===== config.mk =====
export PLATFORM = sky130hd
export DESIGN_NAME = rst_sequencer_flat
export DESIGN_NICKNAME = d
export VERILOG_FILES = /design/src/rtl/rst_sequencer_if.sv /design/src/rtl/rst_sequencer.sv /design/src/flat_wrapper.sv
export SDC_FILE = /design/constraint.sdc
export NUM_CORES = 1
export LEC_CHECK = 0
export ABC_AREA = 1
export ABC_CLOCK_PERIOD_IN_PS = 1500
export BUFFER_PORTS_ARGS = -buffer_cell sky130_fd_sc_hd__buf_2
export CAP_MARGIN = 0
export CORE_ASPECT_RATIO = 1.5
export CORE_MARGIN = 4
export CORE_UTILIZATION = 52
export CTS_BUF_LIST = sky130_fd_sc_hd__clkbuf_4 sky130_fd_sc_hd__clkbuf_8 sky130_fd_sc_hd__clkbuf_16
export CTS_CLUSTER_SIZE = 25
export DETAILED_ROUTE_END_ITERATION = 8
export PLACE_DENSITY = 0.78
export SLEW_MARGIN = 20
export SYNTH_ARGS = -nofsm -noshare
export SYNTH_HDL_FRONTEND = slang
export SYNTH_SLANG_ARGS = --single-unit

===== constraint.sdc =====
create_clock -name clk -period 1.5 [get_ports clk]
set_clock_uncertainty 0.05 [all_clocks]
set_input_delay 0.075 -clock clk [delete_from_list [all_inputs] [get_ports clk]]
set_output_delay 0.075 -clock clk [all_outputs]
set_load 0.05 [all_outputs]

===== src/rtl/rst_sequencer_if.sv =====
// Reset-sequencer handshake bundle: clock/lock status and reset requests in,
// per-domain resets and cause reporting out.
// slave  : the sequencer itself.
// master : the surrounding clock/reset infrastructure and reset consumers.
interface rst_sequencer_if #(
   parameter int NUM_STAGES = 3
);
   logic                  locked;
   logic                  sw_rst_req;
   logic                  wdt_kick;
   logic [NUM_STAGES-1:0] stage_rst_n;
   logic                  all_released;
   logic [1:0]            rst_cause;

   modport master (
      output locked, sw_rst_req, wdt_kick,
      input  stage_rst_n, all_released, rst_cause
   );

   modport slave (
      input  locked, sw_rst_req, wdt_kick,
      output stage_rst_n, all_released, rst_cause
   );
endinterface


===== src/rtl/rst_sequencer.sv =====
// Reset sequencer.
// Holds every reset domain for HOLD_CYCLES locked clocks. It then releases the
// domains one at a time, STAGE_DELAY clocks apart with bit 0 first, and
// re-enters reset on lock loss, a software request or a watchdog timeout.
// The last reset cause stays readable on rst_cause.
// Optional watchdog: define RST_SEQ_WDT_EN to build a RUN-state watchdog of
// WDT_CYCLES clocks that wdt_kick restarts. Without it, wdt_kick is ignored.
module rst_sequencer #(
   parameter int NUM_STAGES  = 3,
   parameter int HOLD_CYCLES = 32,
   parameter int STAGE_DELAY = 16,
   parameter int WDT_CYCLES  = 1048576
) (
   input logic              clk,
   input logic              rst_n,
   rst_sequencer_if.slave   bus_if
);

   // One counter serves both the hold interval and the inter-stage delay.
   // Only one of them is active at a time.
   localparam int CNT_MAX = (HOLD_CYCLES > STAGE_DELAY) ? HOLD_CYCLES : STAGE_DELAY;
   localparam int CW      = $clog2(CNT_MAX + 1);
   localparam int IW      = (NUM_STAGES > 1) ? $clog2(NUM_STAGES) : 1;

   typedef enum logic [1:0] {
      ST_HOLD    = 2'd0,
      ST_RELEASE = 2'd1,
      ST_RUN     = 2'd2
   } state_e;

   typedef enum logic [1:0] {
      CAUSE_EXT  = 2'b00,
      CAUSE_LOCK = 2'b01,
      CAUSE_SW   = 2'b10,
      CAUSE_WDT  = 2'b11
   } cause_e;

   state_e                state_q, state_d;
   logic [CW-1:0]         cnt_q, cnt_d;
   logic [IW-1:0]         idx_q, idx_d;
   logic [NUM_STAGES-1:0] stage_q, stage_d;
   logic                  all_rel_q, all_rel_d;
   cause_e                cause_q, cause_d;

   logic [CW-1:0]         cnt_inc;
   logic                  hold_done;
   logic                  delay_done;
   logic                  last_stage;
   logic                  wdt_timeout;
   logic                  abort;
   cause_e                abort_cause;

   assign cnt_inc    = cnt_q + 1'b1;
   assign hold_done  = (cnt_inc == CW'(HOLD_CYCLES));
   assign delay_done = (cnt_inc == CW'(STAGE_DELAY));
   assign last_stage = (idx_q == IW'(NUM_STAGES - 1));

`ifdef RST_SEQ_WDT_EN
   localparam int WW = $clog2(WDT_CYCLES + 1);

   logic [WW-1:0] wdt_q, wdt_d;

   // Watchdog count: runs only in RUN, so it is zero on entry to RUN; a kick restarts it.
   always_comb begin
      wdt_d       = '0;
      wdt_timeout = 1'b0;
      if ((state_q == ST_RUN) && !bus_if.wdt_kick) begin
         wdt_d = wdt_q + 1'b1;
         if (wdt_d == WW'(WDT_CYCLES)) begin
            wdt_timeout = 1'b1;
         end
      end
   end

   // Watchdog counter register.
   always_ff @(posedge clk or negedge rst_n) begin
      if (!rst_n) begin
         wdt_q <= '0;
      end else begin
         wdt_q <= wdt_d;
      end
   end
`else
   logic unused_wdt;

   assign wdt_timeout = 1'b0;
   assign unused_wdt  = ^{bus_if.wdt_kick, 32'(WDT_CYCLES)};
`endif

   // Prioritised abort request: lock loss, then watchdog, then software.
   // NOTE: every combinational output gets a default first, so no path can infer a latch.
   always_comb begin
      abort       = 1'b0;
      abort_cause = cause_q;
      if (!bus_if.locked) begin
         abort       = 1'b1;
         abort_cause = CAUSE_LOCK;
      end else if (wdt_timeout) begin
         abort       = 1'b1;
         abort_cause = CAUSE_WDT;
      end else if (bus_if.sw_rst_req) begin
         abort       = 1'b1;
         abort_cause = CAUSE_SW;
      end
   end

   // FSM state register.
   // NOTE: sequential state uses non-blocking assignments, so all registers update together at the edge.
   always_ff @(posedge clk or negedge rst_n) begin
      if (!rst_n) begin
         state_q <= ST_HOLD;
      end else begin
         state_q <= state_d;
      end
   end

   // FSM next-state logic.
   always_comb begin
      state_d = state_q;
      unique case (state_q)
         ST_HOLD: begin
            if (bus_if.locked && !bus_if.sw_rst_req && hold_done) begin
               state_d = ST_RELEASE;
            end
         end
         ST_RELEASE: begin
            if (abort) begin
               state_d = ST_HOLD;
            end else if (delay_done && last_stage) begin
               state_d = ST_RUN;
            end
         end
         ST_RUN: begin
            if (abort) begin
               state_d = ST_HOLD;
            end
         end
         default: state_d = ST_HOLD;
      endcase
   end

   // Output and datapath next values: counters, stage mask, released flag, cause.
   always_comb begin
      cnt_d     = cnt_q;
      idx_d     = idx_q;
      stage_d   = stage_q;
      all_rel_d = all_rel_q;
      cause_d   = cause_q;
      unique case (state_q)
         ST_HOLD: begin
            stage_d   = '0;
            all_rel_d = 1'b0;
            if (!bus_if.locked) begin
               // Lock not yet stable: restart the hold interval and leave the cause unchanged.
               cnt_d = '0;
            end else if (bus_if.sw_rst_req) begin
               cnt_d   = '0;
               cause_d = CAUSE_SW;
            end else if (hold_done) begin
               cnt_d = '0;
               idx_d = '0;
            end else begin
               cnt_d = cnt_inc;
            end
         end
         ST_RELEASE, ST_RUN: begin
            if (abort) begin
               cnt_d     = '0;
               idx_d     = '0;
               stage_d   = '0;
               all_rel_d = 1'b0;
               cause_d   = abort_cause;
            end else if (state_q == ST_RELEASE) begin
               if (delay_done) begin
                  cnt_d   = '0;
                  stage_d = stage_q | (NUM_STAGES'(1) << idx_q);
                  if (last_stage) begin
                     all_rel_d = 1'b1;
                  end else begin
                     idx_d = idx_q + 1'b1;
                  end
               end else begin
                  cnt_d = cnt_inc;
               end
            end
         end
         default: begin
            cnt_d     = '0;
            idx_d     = '0;
            stage_d   = '0;
            all_rel_d = 1'b0;
         end
      endcase
   end

   // Datapath and output registers.
   always_ff @(posedge clk or negedge rst_n) begin
      if (!rst_n) begin
         cnt_q     <= '0;
         idx_q     <= '0;
         stage_q   <= '0;
         all_rel_q <= 1'b0;
         cause_q   <= CAUSE_EXT;
      end else begin
         cnt_q     <= cnt_d;
         idx_q     <= idx_d;
         stage_q   <= stage_d;
         all_rel_q <= all_rel_d;
         cause_q   <= cause_d;
      end
   end

   assign bus_if.stage_rst_n  = stage_q;
   assign bus_if.all_released = all_rel_q;
   assign bus_if.rst_cause    = cause_q;

endmodule


===== src/flat_wrapper.sv =====
// flat-port wrapper written by rule: the top's interface ports become plain ports
module rst_sequencer_flat 
#(
   parameter int NUM_STAGES  = 3,
   parameter int HOLD_CYCLES = 32,
   parameter int STAGE_DELAY = 16,
   parameter int WDT_CYCLES  = 1048576
)
  (clk, rst_n, bus_if_locked, bus_if_sw_rst_req, bus_if_wdt_kick, bus_if_stage_rst_n, bus_if_all_released, bus_if_rst_cause);
  rst_sequencer_if #(.NUM_STAGES(NUM_STAGES)) bus_if_i ();
  input logic clk;
  input logic rst_n;
  input wire logic [$bits(bus_if_i.locked)-1:0] bus_if_locked;
  input wire logic [$bits(bus_if_i.sw_rst_req)-1:0] bus_if_sw_rst_req;
  input wire logic [$bits(bus_if_i.wdt_kick)-1:0] bus_if_wdt_kick;
  output wire logic [$bits(bus_if_i.stage_rst_n)-1:0] bus_if_stage_rst_n;
  output wire logic [$bits(bus_if_i.all_released)-1:0] bus_if_all_released;
  output wire logic [$bits(bus_if_i.rst_cause)-1:0] bus_if_rst_cause;
  assign bus_if_i.locked = bus_if_locked;
  assign bus_if_i.sw_rst_req = bus_if_sw_rst_req;
  assign bus_if_i.wdt_kick = bus_if_wdt_kick;
  assign bus_if_stage_rst_n = bus_if_i.stage_rst_n;
  assign bus_if_all_released = bus_if_i.all_released;
  assign bus_if_rst_cause = bus_if_i.rst_cause;
  rst_sequencer #(.NUM_STAGES(NUM_STAGES), .HOLD_CYCLES(HOLD_CYCLES), .STAGE_DELAY(STAGE_DELAY), .WDT_CYCLES(WDT_CYCLES)) u_core (.clk(clk), .rst_n(rst_n), .bus_if(bus_if_i));
endmodule

==> metrics, run 1 <==
Post-synth top cells=nand2_1 (34), inv_1 (22), dfrtp_1 (16), ha_1 (10), nand3_1 (10); final period utilization=1.08; Fin Setup TNS=-1.02 ns; CP peak stage delay=0.41 ns; worst path arrival time=1.77 ns; critical path cell sequence=buf_4 > ha_1 > nand2_4 > nor2_8 > nand3_2 > nand2_1 > nand3_2 > o21bai_1 > nand2_1; overall power after layout=0.791 mW; Peak VDD IR=0.610 mV; DR WL met3=71 µm; vias in the first global route=1091; initial antenna violation count=0; CTS sink cnt=16; P&R area growth vs syn=37.0%; worst slack, placed=-0.122 ns; Async S/R FF share, synth=1.00; met2 wire length=1590 µm; worst skew pair latency=0.30 ns; residual overflow from global routing=0; fin crit period=1.63 ns; Cell Area, Synth=1110 µm²; Worst Tran Pin Value=0.373 ns; Synth Register Bits=16; critical path capture point type=flip-flop; leading area contributor after synthesis=dfrtp_1; drt drc=0; drt first pass iters=4; layout cells sized above 1=0.477; Final GP Congestion=0.878; EDFF count, synth=0; Synth Area per Inst=7.79 µm²; DR vias=1061; top cell type's share of synthesized area=0.362; kind of critical path=flip-flop to flip-flop; vias per cell=5.41; Core Region=2030 µm²; unrepaired setup endpoints after global routing=yes; cts bufs inserted=3; largest fanout on the critical path=5; Ant. Diodes=0; Slew Limit Fails=0; largest net degree at the start of global routing=17; Final #Nets=190; sequential fraction of the synthesis area=0.362; initial core utilization=0.546; top routing layer used=met4; Fmax achieved=614 MHz; Final Non-Filler Cells=196; I/O pin total=11; Hold Crit Class=input port to flip-flop; Final Util=0.748; Relative slew margins=0.751; row count=20; CP startpoint kind=flip-flop; GRT Total Usage=0.200; Post-Route WL=2770 µm; run status=complete, but fails checks; first-pass GRT wire length=4390 µm; Synth Warn #=0; Placed Cells=184; ANT nets after route=0; top cells by area, synth=dfrtp_1 (36%), nand2_1 (12%), ha_1 (11%), inv_1 (7.5%), nand3_1 (4.5%); Clock Path Buffers=2; most common cell in the netlist=nand2_1; hpwl dp=1940 µm; # H-tree levels=1; initial DRC count=34; chip width=45.7 µm; CTS root buf=clkbuf_4; Crit path required time=1.64 ns; Syn Inst Count=142; CTS tree=done; # setup viols final=12; I/O Buffers=9; Slowest cell on crit path=dfrtp_1; Die Height=64.5 µm; syn nets=157; Cell Pwr Density=522 nW/µm²; main flop type after synthesis=dfrtp_1; M1 WL=1030 µm; unique cell type count in the Yosys netlist=24; final setup margin=-0.127 ns; violations in the final reports=setup timing; Final Hold Fails=0; Die ar.=2940 µm²; max_cap viols=0; LEAKAGE=0.709 nW; Worst-path clk slew=0.10 ns; DR WL/cell=14.1 µm
[through the flow]
stage,cell area [µm²],hold WS (ns)
6_report,1520,0.0261
5_1_grt,1520,0.0775
4_1_cts,1370,0.0499
3_5_place_dp,1280,-0.0399
3_3_place_gp,1280,-0.0493
2_1_floorplan,1120,-0.271
[worst paths after layout]
kind	from	endpoint	slack, ns	cells after the start
max	u_core.cnt_q[1]	u_core.idx_q[1]	-0.13	9
min	bus_if_locked	u_core.bus_if.rst_cause[1]	0.03	3
max reg2reg	u_core.cnt_q[1]	u_core.idx_q[1]	-0.13	9
min reg2reg	u_core.bus_if.stage_rst_n[2]	u_core.bus_if.stage_rst_n[2]	0.47	2
max in group asynchronous	rst_n	u_core.cnt_q[2]	0.95	2
min in group asynchronous	rst_n	u_core.bus_if.stage_rst_n[1]	0.15	2
[what timing repair did]
item / CTS / global route
pin swaps: 5 / 5
hold buffers: 1 / 0
hold endpoints to repair: 16 / 0
resized for setup: 5 / 38
endpoints found under the setup margin: 14 / 16
buffers inserted: 4 / 3
[layer usage]
layer  vias to the layer above  GRT usage
met2                        25      0.371
met3                         9     0.0167
li1                        522          -
met5                         -          0
met1                       505      0.215
met4                         0     0.0842
[critical path, delay by kind of cell, from the launching register on]
family	cells	cell delay (ns)
and+or+nand+nor	6	0.54
AOI/OAI and AO/OA	1	0.15
buffers and inverters	1	0.16
adders and majority gates	1	0.22
DFF	1	0.41
[kinds of logic (layout without fill, tap and decap cells)]
group           after synthesis  in the layout  share of synthesized area
buf+inv                      26             58                     0.0882
simple gates                 71             71                      0.324
compound gates               19             19                      0.113
fa+ha+maj                    10             10                      0.113
flops                        16             16                      0.362
[power by group]
part / switching (mW) / leakage [nW] / internal [mW]
registers: 0.00270 / 0.205 / 0.433
logic: 0.0382 / 0.483 / 0.0224
clock network: 0.146 / 0.0210 / 0.148
total: 0.187 / 0.709 / 0.604
[area by class of cell]
type	count	area, µm²
clock buffer	4	36.3
sequential	16	402
timing repair buffer	28	194
tap	22	27.5
fill	141	512
multi-input combinational	100	756
inverter	26	100
[cells in the final DEF (no fill, tap or decap), types with 6 or more instances in the layout]
cell type	count
buf_2	9
buf_4	17
dfrtp_1	15
ha_1	7
inv_1	19
inv_2	6
nand2_1	21
nand2_2	14
nand4_1	7
[state kept, by name, summed over array words and instances (netlist names)]
register and cells:
u_core.bus_if.stage_rst_n 3, u_core.bus_if.rst_cause 2, u_core.state_q 2, u_core.bus_if.all_released 1
u_core.idx_q 2, u_core.cnt_q 6
Note: power is estimated with default switching activity, not from simulation.
==> run 2, diff against run 1 <==
--- a/config.mk
+++ b/config.mk
@@ -5,17 +5,16 @@
 export SDC_FILE = /design/constraint.sdc
 export NUM_CORES = 1
 export LEC_CHECK = 0
-export ABC_AREA = 1
 export ABC_CLOCK_PERIOD_IN_PS = 1500
 export BUFFER_PORTS_ARGS = -buffer_cell sky130_fd_sc_hd__buf_2
 export CAP_MARGIN = 0
 export CORE_ASPECT_RATIO = 1.5
 export CORE_MARGIN = 4
-export CORE_UTILIZATION = 52
+export CORE_UTILIZATION = 51
 export CTS_BUF_LIST = sky130_fd_sc_hd__clkbuf_4 sky130_fd_sc_hd__clkbuf_8 sky130_fd_sc_hd__clkbuf_16
 export CTS_CLUSTER_SIZE = 25
 export DETAILED_ROUTE_END_ITERATION = 8
-export PLACE_DENSITY = 0.78
+export PLACE_DENSITY = 0.77
 export SLEW_MARGIN = 20
 export SYNTH_ARGS = -nofsm -noshare
 export SYNTH_HDL_FRONTEND = slang
==> run 2 against run 1 <==
Effect of this change:
- the run still ends with setup timing left
- critical path depth is 2 lower
- design area is 5.7% higher
- clock power about the same
- worst setup slack got worse by 0.48 ns
- sequential power grew 20%
- via count is 1.5% higher
==> metrics, run 2 <==
Cell Area, Synth=1070 µm²; cts bufs inserted=3; DR WL/cell=15.8 µm; # setup viols final=13; Clock Path Buffers=2; layout cells sized above 1=0.539; most common cell in the netlist=dfrtp_1; top cell type's share of synthesized area=0.374; initial DRC count=20; register with the most flip-flops=u_core.cnt_q; most frequent cells in the layout=buf_4 (36), dfrtp_1 (13), nor2_1 (9), buf_2 (9), nand2_1 (7); met2 wire length=1690 µm; leading area contributor after synthesis=dfrtp_1; largest fanout on the critical path=5; critical path cell sequence=ha_4 > or4b_4 > o31ai_4 > o21ai_2 > o21ai_2 > o21ai_2 > mux2_2; chip width=45.4 µm; Async S/R FF share, synth=1.00; largest net degree at the start of global routing=17; vias per cell=5.76; Synth Area per Inst=9.14 µm²; LEAKAGE=0.750 nW; max_cap viols=0; top cells by area, synth=dfrtp_1 (37%), ha_1 (12%), a21oi_1 (4.2%), nor2_1 (3.9%), o21ai_0 (3.7%); overall power after layout=1.58 mW; Hold Crit Class=input port to flip-flop; hpwl dp=2100 µm; M1 WL=1080 µm; vias in the first global route=1074; worst slack, placed=-0.577 ns; final setup margin=-0.608 ns; Final GP Congestion=0.855; Crit path max-delay family=compound AO/OA/AOI/OAI gates; Slew Limit Fails=0; Ant. Diodes=0; CTS sink cnt=16; FILL cells=118; Die ar.=2910 µm²; CP peak stage delay=0.49 ns; Worst-path clk slew=0.10 ns; I/O Buffers=9; P&R area growth vs syn=49.7%; Post-synth top cells=dfrtp_1 (16), nor2_1 (11), ha_1 (10), a21oi_1 (9), nand2_1 (9); EDFF count, synth=0; Relative slew margins=0.762; kind of critical path=flip-flop to flip-flop; Synth Warn #=0; sequential fraction of the synthesis area=0.374; Post-Route WL=2950 µm; residual overflow from global routing=0; syn nets=132; top routing layer used=met4; # H-tree levels=1; Synth Register Bits=16; drt first pass iters=4; I/O pin total=11; drt drc=0; Final Hold Fails=0; Slowest cell on crit path=or4b_4; most common cell after layout, fill and taps aside=buf_4; worst path arrival time=2.24 ns; main flop type after synthesis=dfrtp_1; Syn Inst Count=117; unrepaired setup endpoints after global routing=yes; run status=complete, but fails checks; GRT Total Usage=0.224; unique cell type count in the Yosys netlist=39; fin crit period=2.11 ns; DR WL met3=87 µm; most used cell, CP=o21ai_2; critical path capture point type=flip-flop; initial core utilization=0.534; worst skew pair latency=0.30 ns; first-pass GRT wire length=4800 µm; Die Height=64.1 µm; DR vias=1077; Largest register FFs=6; row count=20; Worst Tran Pin Value=0.357 ns; Buf/Inv on CP=0; CTS tree=done; Final #Nets=181; Fmax achieved=474 MHz; CTS root buf=clkbuf_4; ANT nets after route=0; Core Region=2000 µm²; initial antenna violation count=0; CP startpoint kind=flip-flop; Peak VDD IR=0.866 mV; Crit path required time=1.63 ns; final period utilization=1.41; violations in the final reports=setup timing; Cell Pwr Density=989 nW/µm²
[run 2: cell count changes in the layout (fill, tap and decap cells not counted), moves of 5 or more]
cell and delta:
o21bai_1 -5, nand4_1 -6, nand2_2 -13, inv_1 -15, nand3_2 -5, nand2_1 -14
buf_4 +19
[run 2: worst paths after layout]
| kind | startpoint | endpoint | slack, ns | depth (start not counted) |
|---|---|---|---|---|
| max | u_core.cnt_q[0] | u_core.idx_q[0] | -0.61 | 7 |
| min | bus_if_sw_rst_req | u_core.bus_if.rst_cause[1] | 0.02 | 3 |
| max reg2reg | u_core.cnt_q[0] | u_core.idx_q[0] | -0.61 | 7 |
| min reg2reg | u_core.bus_if.stage_rst_n[2] | u_core.bus_if.stage_rst_n[2] | 0.46 | 2 |
| max in group asynchronous | rst_n | u_core.state_q[1] | 0.95 | 2 |
| min in group asynchronous | rst_n | u_core.bus_if.stage_rst_n[0] | 0.16 | 2 |
[run 2: layout make-up]
class | instances | area [µm²] | share of cell area
Tap cell | 22 | 27.5 | 0.0172
Inverter | 7 | 26.3 | 0.0164
Clock buffer | 4 | 36.3 | 0.0227
Multi-Input combinational cell | 91 | 772 | 0.482
Timing Repair Buffer | 47 | 335 | 0.209
Sequential cell | 16 | 404 | 0.252
[run 2: cell families (layout without fill, tap and decap cells)]
family                   after synthesis  count (layout)  share of synthesized area
AO/OA/AOI/OAI                         36              36                      0.237
adder cells (fa/ha/maj)               10              10                      0.117
buffers and inverters                 10              58                     0.0374
flip-flops                            16              16                      0.374
multiplexers                           3               3                     0.0292
AND/OR/NAND/NOR                       42              42                      0.205
[run 2: power by group]
group	leakage [nW]	total (mW)	internal (mW)	switching, mW
clock network	0.0210	0.292	0.148	0.143
logic	0.518	0.767	0.314	0.453
registers	0.211	0.525	0.481	0.0443
[run 2: per-stage QoR]
step | TNS, ns | util | hold WS (ns) | std cells | instance area [µm²]
after floorplan | -4.22 | - | -0.271 | 117 | 1140
after global placement | -5.05 | 0.712 | -0.0459 | 175 | 1430
after detailed placement | -5.62 | 0.712 | -0.0446 | 175 | 1430
after CTS | -5.40 | 0.771 | 0.0361 | 183 | 1540
after global routing | -6.63 | 0.800 | 0.0452 | 187 | 1600
final | -5.66 | 0.800 | 0.0239 | 187 | 1600
[run 2: routing by layer]
metal | up-vias | track usage
li1 | 520 | -
met1 | 525 | 0.252
met2 | 24 | 0.371
met3 | 8 | 0.0451
met4 | 0 | 0.128
met5 | - | 0
[run 2: worst min-delay path: cells and delay by family]
family / cells / cell delay (ns)
AO/OA/AOI/OAI: 2 / 0.14
buffers and inverters: 1 / 0.12
[run 2: repair_timing]
item | CTS | global route
resized for setup | 13 | 13
pin swaps | 10 | 8
endpoints found under the setup margin | 14 | 16
setup buffers | 2 | 4
endpoints found under the hold margin | 17 | 0
hold buffers | 2 | 0
==> run 3, diff against run 2 <==
--- a/config.mk
+++ b/config.mk
@@ -14,7 +14,9 @@
 export CTS_BUF_LIST = sky130_fd_sc_hd__clkbuf_4 sky130_fd_sc_hd__clkbuf_8 sky130_fd_sc_hd__clkbuf_16
 export CTS_CLUSTER_SIZE = 25
 export DETAILED_ROUTE_END_ITERATION = 8
+export GPL_TIMING_DRIVEN = 0
 export PLACE_DENSITY = 0.77
+export SETUP_SLACK_MARGIN = 0.02
 export SLEW_MARGIN = 20
 export SYNTH_ARGS = -nofsm -noshare
 export SYNTH_HDL_FRONTEND = slang
==> run 3 against run 2 <==
Effect of this change:
- the run still ends with setup timing left
- final cell count decreased by 9.6%
- worst hold slack improved by 0.0013 ns
- combinational power down 12%
- sequential share of layout area rose by 1.9 points
- first-iteration DRC count rose by 130%
- clock-buffer cell count unchanged
- sequential cell count stayed put
- design area fell by 7.7%
- critical path type unchanged
- largest cell class unchanged
==> metrics, run 3 (synthesized netlist as in run 2, its figures left out) <==
run status=complete, but fails checks; violations in the final reports=setup timing; Cell Pwr Density=983 nW/µm²; most frequent cells in the layout=dfrtp_1 (15), buf_4 (13), buf_2 (10); Final Util=0.739; DR vias=977; Ant. Diodes=0; Clock Path Buffers=2; most common cell after layout, fill and taps aside=dfrtp_1; most used cell, CP=o21ai_2; Comb pwr share=0.466; # setup viols final=14; unrepaired setup endpoints after global routing=yes; chip width=45.4 µm; DR WL/cell=16.3 µm; row count=20; Relative slew margins=0.611; CP startpoint=u_core.cnt_q[1]; I/O pin total=11; CP startpoint kind=flip-flop; final period utilization=1.41; layout cells sized above 1=0.449; Fmax achieved=474 MHz; critical path cell sequence=ha_4 > or4b_4 > o31ai_4 > o21ai_4 > o21ai_2 > o21ai_2 > mux2_2; fin crit period=2.11 ns; Worst-path clk slew=0.10 ns; CP peak stage delay=0.49 ns; sw power=0.586 mW; Final Hold Fails=0; first-pass GRT wire length=4260 µm; Flop pwr share=0.358; Placed Cells=148; register with the most flip-flops=u_core.cnt_q; final setup margin=-0.608 ns; residual overflow from global routing=0; # H-tree levels=1; Clock power frac=0.176; FF-to-FF End=u_core.idx_q[0]; Int Pwr=0.867 mW; I/O Buffers=9; Crit path required time=1.64 ns; Final Non-Filler Cells=169; worst slack, placed=-0.662 ns; vias per cell=5.78; initial DRC count=46; Largest register FFs=6; max_cap viols=0; Slowest cell on crit path=or4b_4; Final GP Congestion=0.828; CTS root buf=clkbuf_4; P&R area growth vs syn=38.2%; overall power after layout=1.45 mW; Final #Nets=163; Fin Setup TNS=-6.09 ns; CP Capture Point=u_core.idx_q[0]; CTS sink cnt=16; kind of critical path=flip-flop to flip-flop; initial antenna violation count=0; Worst Tran Pin Value=0.577 ns; Core Region=2000 µm²; cts bufs inserted=3; critical path capture point type=flip-flop; Peak VDD IR=1.16 mV; Worst Reg2Reg Path Length in Cells=7; drt drc=0; Die Height=64.1 µm; CTS tree=done; hpwl dp=1690 µm; worst skew pair latency=0.29 ns; drt first pass iters=4; ANT nets after route=0; reg2reg start=u_core.cnt_q[1]; initial core utilization=0.534; largest fanout on the critical path=5; Die ar.=2910 µm²; vias in the first global route=993; R2R setup slack=-0.61 ns; switch share=0.403; LEAKAGE=0.665 nW; worst path arrival time=2.25 ns; Hold Crit Class=input port to flip-flop; largest net degree at the start of global routing=17; GRT Total Usage=0.196; Slew Limit Fails=0; Post-Route WL=2750 µm
## run 3: cell types whose count changed in the layout (fill, tap and decap cells not counted), sizes merged
cell | previous run | this run
buf | 45 | 26
clkbuf | 4 | 5
## run 3: per-stage QoR
stage | area (µm²) | hold WS [ns]
detailed placement | 1210 | -0.0482
finish | 1480 | 0.0252
CTS | 1360 | 0.0270
global placement | 1210 | -0.0513
floorplan | 1140 | -0.271
global route | 1480 | 0.0571
## run 3: power groups by stage
stage | clock network (mW) | registers [mW] | logic, mW
after global placement | 0 | 0.529 | 0.511
after detailed placement | 0 | 0.534 | 0.526
final | 0.256 | 0.521 | 0.677
after CTS | 0.260 | 0.521 | 0.586
after global routing | 0.282 | 0.529 | 0.742
after floorplan | 0 | 0.625 | 0.315
## run 3: critical path, delay by kind of cell (launching register included)
kind	cells	cell delay, ns
simple gates	1	0.49
flops	1	0.45
fa+ha+maj	1	0.18
mux	1	0.28
compound gates	4	0.55
## run 3: worst min path at each step
stage / slack, ns / from / to / cells after the start
finish: 0.03 / bus_if_locked / u_core.bus_if.rst_cause[1] / 3
global route: 0.06 / bus_if_locked / u_core.bus_if.rst_cause[1] / 3
CTS: 0.03 / bus_if_locked / u_core.bus_if.rst_cause[1] / 3
floorplan: -0.27 / rst_n / u_core.bus_if.all_released / 0
detailed placement: -0.05 / rst_n / u_core.bus_if.rst_cause[1] / 1
global placement: -0.05 / rst_n / u_core.bus_if.rst_cause[1] / 1
## run 3: timing repair
action / CTS / global route
pin swaps: 10 / 11
buffers inserted: 9 / 8
resized for setup: 11 / 15
hold buffers: 2 / 0
endpoints found under the setup margin: 14 / 14
endpoints found under the hold margin: 17 / 0
## run 3: layer usage
layer,global-route usage,vias to the layer above,part of all wire
li1,-,478,-
met1,0.197,477,0.37
met2,0.364,16,0.58
met3,0.0254,6,0.023
met4,0.0952,0,0.025
met5,0,-,0
## run 3: final cells by class
cell class | count | area [µm²]
Multi-Input combinational cell | 91 | 787
Fill cell | 133 | 523
Sequential cell | 16 | 402
Timing Repair Buffer | 27 | 196
Clock buffer | 4 | 30.0
Tap cell | 22 | 27.5
Inverter | 7 | 26.3
Buffer | 2 | 10.0
